===== src/rtl/bitonic_pkg.sv =====
// Shared helpers for the bitonic sorting pipeline: network depth and the
// mapping from a flat layer index to its (stage, substage) position.
package bitonic_pkg;

  // Number of merge stages for an n-lane network.
  function automatic int STAGES(input int n);
    return $clog2(n);
  endfunction

  // Number of compare-exchange layers (one register layer each).
  function automatic int LAYERS(input int n);
    int s;
    s = $clog2(n);
    return (s * (s + 1)) / 2;
  endfunction

  // Stage s owns s+1 consecutive layers; walk them to find the stage.
  function automatic int layer_stage(input int idx);
    int rem;
    int s;
    rem = idx;
    s   = 0;
    for (int k = 0; k < 64; k++) begin
      if (rem > s) begin
        rem = rem - (s + 1);
        s   = s + 1;
      end
    end
    return s;
  endfunction

  // Substages count down from s to 0 inside a stage.
  function automatic int layer_sub(input int idx);
    int rem;
    int s;
    rem = idx;
    s   = 0;
    for (int k = 0; k < 64; k++) begin
      if (rem > s) begin
        rem = rem - (s + 1);
        s   = s + 1;
      end
    end
    return s - rem;
  endfunction

  // 1 = pair sorts descending before the per-vector mode is applied.
  // Lanes are below 2^S, so bit S reads as 0 on the final stage.
  function automatic logic pair_dir(input int stage, input int lane);
    return ((lane >> (stage + 1)) & 1) != 0;
  endfunction

endpackage


===== src/rtl/bitonic_cmp_layer.sv =====
// One registered compare-exchange layer of the bitonic network.
// Optional macro BITONIC_SORT_INDEX_EN carries source-lane indices alongside keys.
module bitonic_cmp_layer
  import bitonic_pkg::*;
#(
  parameter int NUM_INPUT  = 8,
  parameter int DATA_WIDTH = 8,
  parameter int STAGE      = 0,
  parameter int SUB        = 0
`ifdef BITONIC_SORT_INDEX_EN
  ,
  parameter int IDX_W      = 3
`endif
) (
  input  logic                            clk,
  input  logic                            reset,
  input  logic                            adv,
  input  logic [NUM_INPUT*DATA_WIDTH-1:0] data_i,
  input  logic                            descend_i,
  input  logic                            valid_i,
`ifdef BITONIC_SORT_INDEX_EN
  input  logic [NUM_INPUT*IDX_W-1:0]      index_i,
  output logic [NUM_INPUT*IDX_W-1:0]      index_o,
`endif
  output logic [NUM_INPUT*DATA_WIDTH-1:0] data_o,
  output logic                            descend_o,
  output logic                            valid_o
);

  logic [NUM_INPUT*DATA_WIDTH-1:0] data_d, data_q;
  logic                            descend_q, valid_q;
`ifdef BITONIC_SORT_INDEX_EN
  logic [NUM_INPUT*IDX_W-1:0]      index_d, index_q;
`endif

  genvar gi;
  generate
    for (gi = 0; gi < NUM_INPUT; gi++) begin : g_lane
      // The lower lane of each pair drives both lanes of the pair.
      if (((gi >> SUB) & 1) == 0) begin : g_pair
        localparam int   PARTNER = gi + (1 << SUB);
        localparam logic DIR     = pair_dir(STAGE, gi);
        logic [DATA_WIDTH-1:0] key_a, key_b;
        logic                  desc_pair, swap;
        assign key_a     = data_i[DATA_WIDTH*(gi+1)-1 -: DATA_WIDTH];
        assign key_b     = data_i[DATA_WIDTH*(PARTNER+1)-1 -: DATA_WIDTH];
        assign desc_pair = DIR ^ descend_i;
        // Strict comparison: equal keys stay where they are.
        assign swap      = desc_pair ? (key_a < key_b) : (key_a > key_b);
        assign data_d[DATA_WIDTH*(gi+1)-1 -: DATA_WIDTH]      = swap ? key_b : key_a;
        assign data_d[DATA_WIDTH*(PARTNER+1)-1 -: DATA_WIDTH] = swap ? key_a : key_b;
`ifdef BITONIC_SORT_INDEX_EN
        assign index_d[IDX_W*(gi+1)-1 -: IDX_W] =
          swap ? index_i[IDX_W*(PARTNER+1)-1 -: IDX_W] : index_i[IDX_W*(gi+1)-1 -: IDX_W];
        assign index_d[IDX_W*(PARTNER+1)-1 -: IDX_W] =
          swap ? index_i[IDX_W*(gi+1)-1 -: IDX_W] : index_i[IDX_W*(PARTNER+1)-1 -: IDX_W];
`endif
      end
    end
  endgenerate

  // Capture the exchanged vector whenever the whole pipeline advances.
  always_ff @(posedge clk or negedge reset) begin
    if (!reset) begin
      data_q    <= '0;
      descend_q <= 1'b0;
      valid_q   <= 1'b0;
`ifdef BITONIC_SORT_INDEX_EN
      index_q   <= '0;
`endif
    end else if (adv) begin
      data_q    <= data_d;
      descend_q <= descend_i;
      valid_q   <= valid_i;
`ifdef BITONIC_SORT_INDEX_EN
      index_q   <= index_d;
`endif
    end
  end

  assign data_o    = data_q;
  assign descend_o = descend_q;
  assign valid_o   = valid_q;
`ifdef BITONIC_SORT_INDEX_EN
  assign index_o   = index_q;
`endif

endmodule


===== src/rtl/bitonic_sort_pipe.sv =====
// Fully pipelined bitonic sorter with valid/ready flow control; all layers
// stall together, bubbles are kept. Optional macro BITONIC_SORT_INDEX_EN
// adds out_index (source lane of each sorted key).
module bitonic_sort_pipe
  import bitonic_pkg::*;
#(
  parameter int NUM_INPUT  = 8,
  parameter int DATA_WIDTH = 8
) (
  input  logic                            clk,
  input  logic                            reset,
  input  logic [NUM_INPUT*DATA_WIDTH-1:0] in_data,
  input  logic                            in_descend,
  input  logic                            in_valid,
  output logic                            in_ready,
  output logic [NUM_INPUT*DATA_WIDTH-1:0] out_data,
  output logic                            out_descend,
  output logic                            out_valid,
  input  logic                            out_ready,
`ifdef BITONIC_SORT_INDEX_EN
  output logic [NUM_INPUT*$clog2(NUM_INPUT)-1:0] out_index,
`endif
  output logic                            busy
);

  localparam int NUM_LAYERS = LAYERS(NUM_INPUT);
  localparam int VEC_W      = NUM_INPUT * DATA_WIDTH;

  logic [VEC_W-1:0] data_c  [NUM_LAYERS+1];
  logic             desc_c  [NUM_LAYERS+1];
  logic             valid_c [NUM_LAYERS+1];
  logic             adv;

`ifdef BITONIC_SORT_INDEX_EN
  localparam int IDX_W = $clog2(NUM_INPUT);
  logic [NUM_INPUT*IDX_W-1:0] index_c [NUM_LAYERS+1];
`endif

  // Output register frees up when empty or being drained this cycle.
  assign adv      = !out_valid || out_ready;
  assign in_ready = adv;

  assign data_c[0]  = in_data;
  assign desc_c[0]  = in_descend;
  assign valid_c[0] = in_valid;

  genvar gi;
  generate
`ifdef BITONIC_SORT_INDEX_EN
    // Each lane starts out tagged with its own lane number.
    for (gi = 0; gi < NUM_INPUT; gi++) begin : g_idx_init
      assign index_c[0][IDX_W*(gi+1)-1 -: IDX_W] = IDX_W'(gi);
    end
`endif
    for (gi = 0; gi < NUM_LAYERS; gi++) begin : g_layer
      bitonic_cmp_layer #(
        .NUM_INPUT  (NUM_INPUT),
        .DATA_WIDTH (DATA_WIDTH),
        .STAGE      (layer_stage(gi)),
        .SUB        (layer_sub(gi))
`ifdef BITONIC_SORT_INDEX_EN
        ,
        .IDX_W      (IDX_W)
`endif
      ) u_layer (
        .clk       (clk),
        .reset     (reset),
        .adv       (adv),
        .data_i    (data_c[gi]),
        .descend_i (desc_c[gi]),
        .valid_i   (valid_c[gi]),
`ifdef BITONIC_SORT_INDEX_EN
        .index_i   (index_c[gi]),
        .index_o   (index_c[gi+1]),
`endif
        .data_o    (data_c[gi+1]),
        .descend_o (desc_c[gi+1]),
        .valid_o   (valid_c[gi+1])
      );
    end
  endgenerate

  assign out_data    = data_c[NUM_LAYERS];
  assign out_descend = desc_c[NUM_LAYERS];
  assign out_valid   = valid_c[NUM_LAYERS];
`ifdef BITONIC_SORT_INDEX_EN
  assign out_index   = index_c[NUM_LAYERS];
`endif

  // Busy while any layer register holds a live vector.
  always_comb begin
    busy = 1'b0;
    for (int k = 1; k <= NUM_LAYERS; k++) begin
      busy = busy | valid_c[k];
    end
  end

endmodule

===== config.mk =====
export PLATFORM = sky130hd
export DESIGN_NAME = bitonic_sort_pipe
export DESIGN_NICKNAME = d
export VERILOG_FILES = /design/src/rtl/bitonic_pkg.sv /design/src/rtl/bitonic_cmp_layer.sv /design/src/rtl/bitonic_sort_pipe.sv
export SDC_FILE = /design/constraint.sdc
export NUM_CORES = 1
export LEC_CHECK = 0
export ABC_CLOCK_PERIOD_IN_PS = 2600
export CAP_MARGIN = 20
export CORE_MARGIN = 2
export CORE_UTILIZATION = 54
export CTS_CLUSTER_DIAMETER = 60
export DETAILED_ROUTE_END_ITERATION = 7
export PLACE_DENSITY = 0.74
export SLEW_MARGIN = 10
export SYNTH_ARGS = -nofsm -noshare
export SYNTH_HDL_FRONTEND = slang
export SYNTH_SLANG_ARGS = --single-unit

===== constraint.sdc =====
create_clock -name clk -period 2.6 [get_ports clk]
set_clock_uncertainty 0.2 [all_clocks]
set_input_delay 0.26 -clock clk [delete_from_list [all_inputs] [get_ports clk]]
set_output_delay 0.26 -clock clk [all_outputs]
set_load 0.02 [all_outputs]

; After elaboration in Yosys (flattened, before gate mapping)
; Index checks and enable logic that the tools add are counted.
[totals]
input_bits = 69
reg_bits = 396
[classes]
n_lt_le_gt_ge = 48
bitwise = 5
n_reduce_logical = 2
muxes = 72
[ops]
columns = operator, n
row1 = 2-to-1 mux 8 bit, 48
row2 = greater-than comparator 8 bit, 24
row3 = less-than comparator 8 bit, 24
row4 = 2-to-1 mux 1 bit, 24
row5 = bitwise OR 1 bit, 5
row6 = logical NOT 1 bit, 1
row7 = logical OR 1 bit, 1

; Depth between registers and ports, before layout
[logic_depth]
word_depth = 5
ltp_mapped = 8

; Cells and area by module
; Synthesis repeated with hierarchy kept, for this count alone.
[hier_totals]
hier_cells = 2869
hier_area_um2 = 26741.9
[modules_own_cells]
columns = module, area_per_inst_um2, cells_each, n_inst
row1 = bitonic_cmp_layer (g_layer[3].u_layer ...), 4471.8, 478, 2
row2 = bitonic_cmp_layer (g_layer[5].u_layer), 4488.1, 475, 1
row3 = bitonic_cmp_layer (g_layer[2].u_layer), 4429.2, 478, 1
row4 = bitonic_cmp_layer (g_layer[1].u_layer), 4428.0, 478, 1
row5 = bitonic_cmp_layer (g_layer[0].u_layer), 4426.7, 478, 1
row6 = bitonic_sort_pipe, 26.3, 4, 1

; Least setup slack after synthesis
; Ideal clock, no wire load.
[synth_path]
path_type = reg2reg
startpoint = reg g_layer[1].u_layer.data_q[7]
endpoint = reg g_layer[2].u_layer.data_q[10]
synth_period_minus_slack_ns = 2.190
setup_time_ns = 0.079
slack_ns = 0.410
required_ns = 2.321
arrival_time_ns = 1.911
stages_incl_launch_ff = 8
path_cell_list = dfrtp_1 > ha_1 > and3_4 > a221oi_2 > nor2_1 > a311oi_1 > clkbuf_4 > mux2i_1
[synth_via]
elab_chain_cells = 3
word_cells_on_any_way = 4
cone_classes = 2 x order compare / 2 x mux
[synth_lines]
columns = item, line
row1 = from (decl), bitonic_cmp_layer.sv:30  ; logic [NUM_INPUT*DATA_WIDTH-1:0] data_d, data_q;
row2 = from (signal assigned), bitonic_cmp_layer.sv:72  ; data_q <= data_d;
row3 = greater-than comparator 8 bit or less-than comparator 8 bit (tied branches), bitonic_cmp_layer.sv:49  ; assign swap = desc_pair ? (key_a < key_b) : (key_a > key_b);
row4 = 2-to-1 mux 1 bit *, bitonic_cmp_layer.sv:49
row5 = 2-to-1 mux 8 bit *, bitonic_cmp_layer.sv:51  ; assign data_d[DATA_WIDTH*(PARTNER+1)-1 -: DATA_WIDTH] = swap ? key_a : key_b;
row6 = to (signal assigned), bitonic_cmp_layer.sv:72
row7 = to (decl), bitonic_cmp_layer.sv:30
; Every way passes the cells marked *; elsewhere a longest branch is shown, timed or not.
; A chain may end at the register's enable or synchronous reset.

; Worst setup path after layout
[layout_path]
startpoint = reg g_layer[5].u_layer.valid_q
endpoint = out in_ready
[layout_via]
elab_chain_cells = 2
[layout_lines]
columns = item, line
row1 = from (decl), bitonic_cmp_layer.sv:31  ; logic descend_q, valid_q;
row2 = from (signal assigned), bitonic_cmp_layer.sv:74  ; valid_q <= valid_i;
row3 = logical NOT 1 bit, bitonic_sort_pipe.sv:40  ; assign adv = !out_valid || out_ready;
row4 = logical OR 1 bit, bitonic_sort_pipe.sv:40
row5 = to (decl), bitonic_sort_pipe.sv:15  ; output logic in_ready,
; No other way between the ends.

==> flow_metrics.tcl <==
set metrics [dict create \
    tightest_slew_ns 0.7102 \
    boundaryPins 137 \
    gp_congestion 0.9387 \
    post_dp_cell_area_sq_um 28590 \
    clockBufferDepth 3 \
    netlist_area_sq_um 26690 \
    crit_start "g_layer[5].u_layer.valid_o" \
    hold_viol_final 0 \
    vdd_drop_max_mv 0.6082 \
    grt_overflow 0 \
    dp.cells 3619 \
    dpl.hpwl_um 52840 \
    die_area_sq_um 51230 \
    vias_per_cell 6.040 \
    critical_path_class "reg -> out" \
    period_needed_ns 2.528 \
    grt_max_degree 147 \
    max-slew-margin-rel_pct 52.66 \
    r2r-start "g_layer[2].u_layer.data_o[49]" \
    fill_cells 4064 \
    portBuffers 136 \
    status "completed" \
    worstPathCellList "nor2b_4, inv_6, clkdlybuf4s50_1" \
    drive_gt1_share_pct 6.939 \
    synth_nets 3230 \
    instances_no_fill 3705 \
    rsz0062_at_grt "false" \
    die_width_um 226.3 \
    power.density_nw_per_um2 1523 \
    clk_latency_ns 0.61 \
    final_area_sq_um 30220 \
    reg2reg_slack_ns 0.08 \
    finalSetupViolCount 0 \
    slowest_stage "clkdlybuf4s50_1" \
    synth_edf_count 0 \
    slew_viol_final 0 \
    synthCells 2969 \
    core-area_sq_um 48850 \
    ys_async_sr_fraction_pct 100.0 \
    hp-class "in -> async" \
    grt_pass1_vias 22560 \
    cts_tree "yes" \
    max_freq_mhz 395.6 \
    drt_iter0_drc 1658 \
    root_buffer "clkbuf_16" \
    required_ns 2.14 \
    insertedDiodeCount 0 \
    r2r_cells 7 \
    ant_nets 0 \
    endpoint_kind "output port" \
    drc 0 \
    nets 3266 \
    grtUsageTotal_pct 27.59 \
    critPathCapture "in_ready" \
    clock-sinks 396 \
    synth_ff_type "dfrtp_1" \
    area_delta_synth_final_pct 13.21 \
    clkTransAtPathRegs_ns 0.06 \
    initial_core_util_pct 54.64 \
    syn_area_per_cell_sq_um 8.991 \
    rows 81 \
    htreeDepth 2 \
    grt_pass1_wl_um 114100 \
    dieHeight_um 226.3 \
    mostFrequentLayoutCell "a21oi_1" \
    r2r-end "g_layer[3].u_layer.data_o[19]" \
    p_leak_nw 14.16 \
    final_cell_mix "a21oi_1 (828), dfrtp_1 (396), mux2i_1 (384)" \
    drt-wirelength-per-cell_um 19.07 \
    fin_setup_tns_ns 0 \
    yosysWarnings 0 \
    num_vias 22380 \
    firstDrtPassIters 8 \
    ys_ff_latch 396 \
    antenna_found_initial 0 \
    cts_buffers 45 \
    maxCapViolations 0 \
    slowest_delay_ns 0.66 \
    hold_slack_ns 0.06775 \
    setup.worst_path.start_class "register" \
    synth_seq_area_share_pct 37.12 \
    synthDistinctLibCells 34 \
    cp_max_fo 34 \
    arrival_ns 2.07 \
    wirelength_um 70660 \
    period_share_pct 97.23 \
]
-- synth_stat cells (25+ instances only) --
cell      instances  area [sq um]
a21oi_1         828          4144
nand2_1          46         172.7
nand4_1          48         300.3
clkbuf_1         75         281.5
o211ai_1         30         225.2
inv_1           204         765.7
buf_2            85         425.4
and2_1          192          1201
nor2_1          211         792.0
ha_1            192          2402
buf_4            67         503.0
nor2b_1          25         156.4
a211oi_1         30         225.2
mux2i_1         384          3844
dfrtp_1         396          9910
-- cells by family (layout without fill, tap and decap cells) --
logic type | count (synthesis) | in the layout | share of synthesized area (%)
compound gates | 1008 | 1008 | 21.26
fa+ha+maj | 192 | 192 | 9.000
buf+inv | 447 | 519 | 7.837
flops | 396 | 396 | 37.12
mux | 384 | 384 | 14.40
simple gates | 542 | 542 | 10.38
-- how the worst min path moves through the flow --
stage | to | slack [ns] | cells after the start
finish | g_layer[5].u_layer.data_o[50] | 0.07 | 2
global route | g_layer[5].u_layer.data_o[50] | 0.13 | 2
floorplan | g_layer[0].u_layer.data_o[0] | -0.24 | 0
global placement | g_layer[5].u_layer.data_o[50] | 0.11 | 1
detailed placement | g_layer[5].u_layer.data_o[50] | 0.12 | 1
CTS | g_layer[5].u_layer.data_o[50] | 0.09 | 2
-- metal layers --
metal	track usage, %	share of wire (%)	vias up
li1	-	-	10590
met1	34.90	42	10920
met2	45.96	48	676
met3	3.784	4.4	195
met4	14.69	5.2	0
met5	0	0	-
-- report_power, final --
group	leakage, nW	switching, mW	internal [mW]	total (mW)
clock network	0.768	2.75	4.04	6.79
registers	4.90	3.20	9.25	12.4
logic	8.49	14.9	11.9	26.8
total	14.2	20.9	25.2	46.0
-- sequential cells by signal, summed over array words and instances, names as in the netlist --
name                       cells
g_layer.u_layer.descend_o      6
g_layer.u_layer.data_o       384
g_layer.u_layer.valid_o        6
-- critical path, delay by kind of cell (launching register included) --
kind                   cells  cell delay [ns]
buffers and inverters      2             0.87
flip-flops                 1             0.41
AND/OR/NAND/NOR            1             0.18
-- stage by stage --
step	power, mW	utilization [%]	setup WS [ns]
after floorplan	31.99	-	0.4098
after global placement	37.28	58.53	-0.06681
after detailed placement	38.82	58.53	-0.2224
after CTS	45.81	61.79	0.03464
after global routing	49.34	61.86	0.001178
final	46.03	61.86	0.07198
-- what timing repair did --
item                                    4_1_cts  5_1_grt
buffers inserted                              0        1
hold buffers                                  2        0
resized for setup                             1        6
endpoints found under the setup margin        1       30
endpoints found under the hold margin       229        0
pin swaps                                     0        2
-- cell type report --
class	count	area, sq um	share of cell area (%)
Sequential cell	396	9910	32.79
Tap cell	664	830.8	2.749
Inverter	205	774.5	2.563
Clock inverter	26	346.6	1.147
Timing Repair Buffer	231	2322	7.684
Multi-Input combinational cell	2126	14820	49.03
Clock buffer	57	1221	4.041
(Power assumes the default switching activity.)
